**src/rtl/coeff_mem_ctrl.sv**
```systemverilog
// Coefficient memory sequencer: owns every control pin of the single-port,
// registered-read coefficient RAM. Bulk-loads a host stream into addresses
// 0..WORDS-1, then scans the full set out to the classifier on request.
module coeff_mem_ctrl #(
  parameter int DEPTH = 24,
  parameter int WORDS = 5,
  localparam int AW = (WORDS > 1) ? $clog2(WORDS) : 1
) (
  input  logic             clk,
  input  logic             reset,
  input  logic             load_start,
  input  logic             wr_valid,
  input  logic [DEPTH-1:0] wr_data,
  output logic             wr_ready,
  output logic             load_done,
  output logic             coef_valid,
  input  logic             scan_start,
  output logic             scan_err,
  output logic             rd_valid,
  output logic [DEPTH-1:0] rd_data,
  output logic [AW-1:0]    rd_index,
  output logic             rd_last,
  output logic             busy,
  output logic             mem_ce,
  output logic             mem_we,
  output logic [AW-1:0]    mem_a,
  output logic [DEPTH-1:0] mem_d,
  input  logic [DEPTH-1:0] mem_q
);

  typedef enum logic [1:0] {S_IDLE, S_LOAD, S_SCAN} state_t;

  localparam logic [AW-1:0] LAST = AW'(WORDS - 1);

  state_t        r_state;
  logic [AW-1:0] r_cnt;
  // High in the cycle a scan address sits on mem_a; its data shows up next cycle.
  logic          r_iss;

  logic w_cnt_last;
  logic w_idle_free;

  assign w_cnt_last  = (r_cnt == LAST);
  assign busy        = (r_state != S_IDLE) || r_iss || rd_valid;
  assign w_idle_free = (r_state == S_IDLE) && !busy;
  assign wr_ready    = (r_state == S_LOAD);
  // Memory q is only meaningful alongside rd_valid; keep the bus quiet otherwise.
  assign rd_data     = rd_valid ? mem_q : '0;

  // Control FSM: start arbitration, load address/data capture, scan address issue.
  always_ff @(posedge clk or posedge reset) begin
    if (reset) begin
      r_state    <= S_IDLE;
      r_cnt      <= '0;
      r_iss      <= 1'b0;
      coef_valid <= 1'b0;
      load_done  <= 1'b0;
      scan_err   <= 1'b0;
      mem_ce     <= 1'b0;
      mem_we     <= 1'b0;
      mem_a      <= '0;
      mem_d      <= '0;
    end else begin
      load_done <= 1'b0;
      scan_err  <= 1'b0;
      mem_ce    <= 1'b0;
      mem_we    <= 1'b0;
      r_iss     <= 1'b0;
      case (r_state)
        S_IDLE: begin
          // Starts are only honoured once the read pipeline has drained.
          // Load beats scan; a simultaneous scan is dropped without error.
          if (w_idle_free) begin
            if (load_start) begin
              r_state    <= S_LOAD;
              r_cnt      <= '0;
              coef_valid <= 1'b0;
            end else if (scan_start) begin
              if (coef_valid) begin
                r_state <= S_SCAN;
                r_cnt   <= '0;
              end else begin
                scan_err <= 1'b1;
              end
            end
          end
        end
        S_LOAD: begin
          // wr_ready is the state itself, so wr_valid alone marks an accept.
          if (wr_valid) begin
            mem_ce <= 1'b1;
            mem_we <= 1'b1;
            mem_a  <= r_cnt;
            mem_d  <= wr_data;
            if (w_cnt_last) begin
              r_state    <= S_IDLE;
              r_cnt      <= '0;
              coef_valid <= 1'b1;
              load_done  <= 1'b1;
            end else begin
              r_cnt <= r_cnt + AW'(1);
            end
          end
        end
        S_SCAN: begin
          // One address per cycle; the terminal count exits so no wrap occurs.
          mem_a <= r_cnt;
          r_iss <= 1'b1;
          if (w_cnt_last) begin
            r_state <= S_IDLE;
            r_cnt   <= '0;
          end else begin
            r_cnt <= r_cnt + AW'(1);
          end
        end
        default: r_state <= S_IDLE;
      endcase
    end
  end

  // Read return stage: tag the word coming back from memory with its address.
  always_ff @(posedge clk or posedge reset) begin
    if (reset) begin
      rd_valid <= 1'b0;
      rd_index <= '0;
      rd_last  <= 1'b0;
    end else begin
      rd_valid <= r_iss;
      rd_index <= r_iss ? mem_a : '0;
      rd_last  <= r_iss && (mem_a == LAST);
    end
  end

endmodule

```
**config.mk**
```make
export PLATFORM = sky130hd
export DESIGN_NAME = coeff_mem_ctrl
export DESIGN_NICKNAME = d
export VERILOG_FILES = /design/src/rtl/coeff_mem_ctrl.sv
export SDC_FILE = /design/constraint.sdc
export NUM_CORES = 1
export LEC_CHECK = 0
export CAP_MARGIN = 20
export CORE_AREA = 4 4 62 107
export CTS_CLUSTER_SIZE = 28
export DETAILED_ROUTE_END_ITERATION = 8
export DIE_AREA = 0 0 66 111
export GPL_TIMING_DRIVEN = 0
export PLACE_DENSITY = 0.8
export SLEW_MARGIN = 20
export SYNTH_ARGS = -nofsm -noshare
export SYNTH_HDL_FRONTEND = slang
export SYNTH_SLANG_ARGS = --single-unit
```
**constraint.sdc**
```tcl
create_clock -name clk -period 1.65 [get_ports clk]
set_input_delay 0.33 -clock clk [delete_from_list [all_inputs] [get_ports clk]]
set_output_delay 0.33 -clock clk [all_outputs]
set_load 0.02 [all_outputs]
```
==> After elaboration in Yosys (flattened, before gate mapping) <==
Index checks and enable logic that the tools add are counted.
{ "totals": {"register_bits": 42, "wordCells": 72} }
{ "op_classes": {"n_addsub": 1, "eq_ne": 10, "muxes": 34, "reduce_logical": 15} }
{ "op_table": {"columns": ["operator", "count"], "rows": [
  ["$mux 24", 1],
  ["$mux 3", 8],
  ["$mux 1", 15],
  ["$mux 2", 6],
  ["$reduce_and 5->1", 2],
  ["$pmux 3 s3", 1],
  ["$eq 3x3->1 const B", 2],
  ["$ne 2x2->1 const B", 3],
  ["$ne 3x3->1 const B", 2],
  ["$pmux 2 s3", 1],
  ["$pmux 3 s2", 1],
  ["$reduce_bool 2->1", 3],
  ["$reduce_and 2->1", 2],
  ["$reduce_and 4->1", 1],
  ["$add 3x1->3 const B", 1],
  ["$reduce_bool 3->1", 1],
  ["$eq 2x1->1 const B", 1],
  ["$eq 2x2->1 const B", 1],
  ["$logic_and 1x1->1", 2],
  ["$logic_not 2->1", 1],
  ["$logic_or 1x1->1", 2],
  ["$ne 2x1->1 const B", 1],
  ["$pmux 1 s2", 1],
  ["$logic_not 1->1", 1]
]} }

==> Longest topological paths before layout <==
Gate-level depths: netlist (run 1).
{ "logic_depth": {"depth_word": 7, "mapped_depth": 7, "mapped_depth_nobuf": 6} }

==> Least setup slack after synthesis (run 1) <==
OpenSTA, ideal clock, no wires.
{ "synth_timing": {"path_type": "flip-flop to flip-flop", "startpoint": "register r_state[0]", "endpoint": "register r_cnt[0]", "arrival_time_ps": 1642, "path_slack_ps": -117, "path_stages_with_launch": 7, "n_path_buf": 0, "period_less_slack_ps": 1767, "cell_sequence": "dfrtp_1 -> inv_1 -> ha_1 -> or3b_1 -> and3b_4 -> nand2_2 -> mux2_4"} }
{ "synth_via": {"elab_chain_cells": 7} }
{ "synth_lines": {"columns": ["item", "line", "text"], "rows": [
  ["start: declaration", "35", "state_t r_state;"],
  ["start signal: assignment", "53", "r_state <= S_IDLE;"],
  ["start signal: assignment", "75", "r_state <= S_LOAD;"],
  ["start signal: assignment", "80", "r_state <= S_SCAN;"],
  ["$reduce_bool 2->1", "44", "assign busy = (r_state != S_IDLE) || r_iss || rd_valid;"],
  ["$logic_or 1x1->1 (2 in a row)", "44", null],
  ["$logic_not 1->1", "45", "assign w_idle_free = (r_state == S_IDLE) && !busy;"],
  ["$logic_and 1x1->1", "45", null],
  ["$ne 2x2->1 (no line)", null, null],
  ["$reduce_and 5->1 (no line)", null, null],
  ["end signal: assignment", "101", "r_cnt <= r_cnt + AW'(1);"],
  ["end signal: assignment", "113", "r_cnt <= r_cnt + AW'(1);"],
  ["end: declaration", "36", "logic [AW-1:0] r_cnt;"]
]} }
Parallel ways exist; a longest one is shown, timed or not.
A chain may end at the register's enable or synchronous reset.

==> Final worst setup path (run 1) <==
{ "layout_timing": {"startpoint": "register r_state[1]", "endpoint": "register r_cnt[0]"} }
The elaborated chain is that of the path after synthesis.

==> results.txt, run 1 <==
The run finished, with violations left. The final reports fail on setup timing. The floorplan has 37 rows. The met3 track demand over resource in global routing is 0.0416.

The footprint of the multi-input gates is 796 um^2. The clock passes through at most 2 buffers. The share of post-route cells with drive strength above 1 is 0.302.

The effective utilization at floorplan is 0.320. The worst setup skew after layout is 6.65 ps. The share of power burned in the clock network came out at 0.118. Using the TritonRoute via totals, the vias-per-cell ratio works out to 4.38. On the critical path, the stage with the largest delay is an instance of sky130_fd_sc_hd__dfrtp_1.

Of all nets on the critical path, the largest fanout is 3. TritonCTS built the clock tree. The die boundary width came out at 66 um. The number of H-tree branching levels is 2. The kind of cell adding the most delay to the critical path is simple AND/OR/NAND/NOR gates.

The post-synth design cell area is 1850 um^2. The total clock sinks came out at 42. The share of total power dissipated in sequential elements is 0.306.

In the global route stage, overall resource usage came out at 0.141. The y dimension of the die is 111 um. The number of different library cells in the post-synthesis netlist is 27. The time the final worst path needs with I/O delays and setup is 1680 ps. The number of buffers and inverters on the critical path is 1. In this run the standard cell core region covers 5790 um^2. The synthesized design spends more area on one cell type than any other, namely sky130_fd_sc_hd__dfrtp_1.

The first-pass iteration count of the detailed router came out at 2. The clock transition at the registers of the reported paths came out at 80 ps. The switching power total came out at 2.06 mW. In the post-synthesis netlist, the biggest area contributors are sky130_fd_sc_hd__dfrtp_1 (57%), sky130_fd_sc_hd__mux2_2 (15%), sky130_fd_sc_hd__and2_1 (9.1%). The number of antenna violations at the first check in global routing is 0. The first-pass GRT wire length is 8.14 mm. The timing-limited maximum frequency is 597 MHz.

Setup violations remaining at the end of the flow were counted as 1. The latest clock arrival within the worst-skew pair is 280 ps. The critical path data arrival time is 1850 ps. The number of filler cells placed in the layout came out at 512.

Of the total power, combinational logic draws 0.576. The count of port buffers added during placement came out at 115. The count of nets left with antenna violations once routing finished came out at 0.

The die footprint came out at 7330 um^2. Compared with the post-synthesis result, the final layout area differs by 79.0%. The data required time of the worst path came out at 1830 ps. The average wire per cell in the routed design came out at 14.6 um.

For this design the top-level I/O count stands at 116. The post-route cell area is 3320 um^2. The met2 usage in global routing came out at 0.273. The detailed placer's ending HPWL is 4.21 mm.

The congestion estimate from routability-driven global placement came to 0.827. The path category of the worst min-delay check is in -> async. The final setup TNS is -26.3 ps. The global routing stage identified its most utilized layer as met2.

Averaged over all synthesized cells, the footprint is 12.7 um^2. The final global-route overflow total is 0. The number of clock buffers added by TritonCTS is 5.

The detailed-route wire length is 5.18 mm. The number of nets at the end of the flow came out at 336. The count of non-filler cells in the finished layout is 356.

Traced cell by cell, the critical path runs through inv_2, ha_4, or3b_4, and3b_4, nand2_4, mux2_4. The master cell of the clock root buffer is sky130_fd_sc_hd__clkbuf_8. STA classifies the critical path endpoint as a flip-flop. STA classifies the critical path startpoint as a flip-flop.

The count of state elements after synthesis came out at 42. The measured slew at the worst slew-check pin is 412 ps. The cell area after placement came out at 3140 um^2. The number of global-route vias before repair is 1741.

The number of nets handed over by synthesis was 205. The fraction of the yosys area taken by sequential cells came out at 0.567. The number of inserted diodes came out at 0. The peak supply drop is 1.04 mV.

The biggest cell delay along the critical path is 400 ps. Of the total power, the share spent switching nets is 0.379. The violation count after the first detailed-route iteration came out at 58.

Across the whole layout, storage elements account for 1050 um^2. The relative slew slack is 0.724. For this run, the number of Yosys warnings is 0. The internal portion of total power came out at 3.38 mW. The portion of the clock cycle consumed by the worst path in the final layout is 1.02. Detailed routing inserted a total of 1561 vias. The number of placed cells counting well taps came out at 340. The smallest setup slack after layout is -26.3 ps. Dividing total power by cell area gives a power density of 1640 nW/um^2. The number of instances in the synthesized netlist came out at 146. The final hold violation count was 0. The tool flagged a number of max-cap violations equal to 0. Setup repair after global routing could not meet its margin everywhere. The critical setup path kind is reg -> reg. The share of synthesized area in the top cell type comes to 0.567.

The residual DRC count came out at 0. The number of max-slew violations in the final report was 0. The leakage power of the design is 1.52 nW. The fraction of met1 tracks used by global routing is 0.137. The pin count of the biggest net entering global routing came out at 28.
[layer usage]
metal  part of all wire  routed length, um  vias to the layer above
met3              0.083                428                       10
met5                  0                  0                        -
met4              0.017                 87                        0
met1               0.34               1750                      732
met2               0.56               2910                       71
li1                   -                  -                      748
[final cells by class]
class	count	share of cell area
clock buffer	6	0.0219
timing repair buffer	124	0.367
tap	78	0.0294
clock inverter	2	0.00415
sequential	42	0.317
inverter	6	0.00679
buffer	5	0.0136
multi-input combinational	93	0.240
[registers in the layout (all words and copies together), names as in the netlist]
name and count:
r_iss 1, rd_last 1, mem_we 1, mem_d 24
r_state 2, rd_index 3, scan_err 1, r_cnt 3
mem_a 3, coef_valid 1, rd_valid 1, load_done 1
[final timing paths]
path	startpoint	to	slack (ps)	cells after the start
setup / recovery	r_state[1]$_DFFE_PP0P_	r_cnt[0]$_DFFE_PP0P_	-30	6
setup reg to reg	r_state[1]$_DFFE_PP0P_	r_cnt[0]$_DFFE_PP0P_	-30	6
min in group clk	mem_a[1]$_DFFE_PP0P_	rd_last$_DFF_PP0_	490	1
hold reg to reg	mem_a[1]$_DFFE_PP0P_	rd_last$_DFF_PP0_	490	1
max in group asynchronous	reset	rd_valid$_DFF_PP0_	850	3
hold / removal	reset	mem_d[1]$_DFFE_PP0P_	330	2
[placed cells by master, fill, tap and decap left out, types with 2 or more instances in the layout]
cell type                         instances
sky130_fd_sc_hd__buf_6                    3
sky130_fd_sc_hd__mux2i_1                  4
sky130_fd_sc_hd__dlymetal6s2s_1           2
sky130_fd_sc_hd__nor2_1                   4
sky130_fd_sc_hd__clkdlybuf4s15_1          2
sky130_fd_sc_hd__mux2_2                  25
sky130_fd_sc_hd__inv_2                    3
sky130_fd_sc_hd__ha_1                     4
sky130_fd_sc_hd__buf_4                   10
sky130_fd_sc_hd__dfrtp_1                 41
sky130_fd_sc_hd__clkdlybuf4s15_2         16
sky130_fd_sc_hd__buf_2                    5
sky130_fd_sc_hd__and2_1                  27
sky130_fd_sc_hd__dlygate4sd2_1            4
sky130_fd_sc_hd__inv_1                    3
sky130_fd_sc_hd__nand2_4                  2
sky130_fd_sc_hd__clkbuf_8                 5
sky130_fd_sc_hd__clkdlybuf4s50_1         83
sky130_fd_sc_hd__nand2_1                  7
sky130_fd_sc_hd__clkbuf_2                 2
sky130_fd_sc_hd__o21ai_0                  2
[repair_timing]
action | CTS | global route
hold buffers | 0 | 0
endpoints found under the setup margin | 54 | 25
pin swaps | 1 | 0
resized for setup | 90 | 16
setup buffers | 6 | 2
[cells by family (layout without fill, tap and decap cells)]
family,count (synthesis),after routing,share of synthesized area
fa+ha+maj,6,6,0.0405
simple gates,50,50,0.159
flops,42,42,0.567
mux,31,31,0.187
buf+inv,11,143,0.0257
compound gates,6,6,0.0209
[cell usage after synthesis]
master,number
sky130_fd_sc_hd__mux2i_1,5
sky130_fd_sc_hd__nor3b_1,1
sky130_fd_sc_hd__nand2_1,8
sky130_fd_sc_hd__a21oi_1,1
sky130_fd_sc_hd__o31ai_1,1
sky130_fd_sc_hd__nor4b_1,1
sky130_fd_sc_hd__and2_1,27
sky130_fd_sc_hd__ha_1,6
sky130_fd_sc_hd__nor2_1,5
sky130_fd_sc_hd__mux2_2,25
sky130_fd_sc_hd__clkbuf_1,2
sky130_fd_sc_hd__mux2_4,1
sky130_fd_sc_hd__inv_1,6
sky130_fd_sc_hd__and3b_4,1
sky130_fd_sc_hd__nand2b_1,1
sky130_fd_sc_hd__dfrtp_1,42
sky130_fd_sc_hd__buf_2,2
sky130_fd_sc_hd__o2bb2ai_1,1
sky130_fd_sc_hd__nand3b_1,1
sky130_fd_sc_hd__nand2_2,1
sky130_fd_sc_hd__nand4_1,1
sky130_fd_sc_hd__or2b_1,1
sky130_fd_sc_hd__buf_4,1
sky130_fd_sc_hd__o211ai_1,1
sky130_fd_sc_hd__or3b_1,1
sky130_fd_sc_hd__nand3_1,1
sky130_fd_sc_hd__o21ai_0,2
[power by group through the flow]
stage	Combinational (mW)	Sequential [mW]	Clock (mW)
2_1_floorplan	1.20	2.11	0
3_3_place_gp	2.98	1.67	0
3_5_place_dp	3.04	1.70	0
4_1_cts	3.11	1.68	0.671
5_1_grt	3.35	1.72	0.714
6_report	3.14	1.67	0.640
[worst register-to-register path: stages, from the launching register on]
cell and delay (ps):
sky130_fd_sc_hd__dfrtp_1 400, sky130_fd_sc_hd__inv_2 90, sky130_fd_sc_hd__ha_4 130, sky130_fd_sc_hd__or3b_4 380, sky130_fd_sc_hd__and3b_4 210, sky130_fd_sc_hd__nand2_4 70, sky130_fd_sc_hd__mux2_4 290
[stage by stage]
stage,hold slack (ps),power [mW],util,setup slack [ps]
finish,328,5.44,0.573,-26.3
global route,347,5.78,0.573,-78.9
CTS,321,5.46,0.570,-26.6
detailed placement,462,4.75,0.543,-384
global placement,462,4.65,0.539,-532
floorplan,413,3.32,-,-23.3
Note: power is estimated with default switching activity, not from simulation.
==> run 2: changes to the inputs <==
--- a/config.mk
+++ b/config.mk
@@ -5,7 +5,6 @@
 export SDC_FILE = /design/constraint.sdc
 export NUM_CORES = 1
 export LEC_CHECK = 0
-export CAP_MARGIN = 20
 export CORE_AREA = 4 4 62 107
 export CTS_CLUSTER_SIZE = 28
 export DETAILED_ROUTE_END_ITERATION = 8
==> results of run 2 <==
Same layout as run 1: the final DEF is identical, and so are final timing and power.
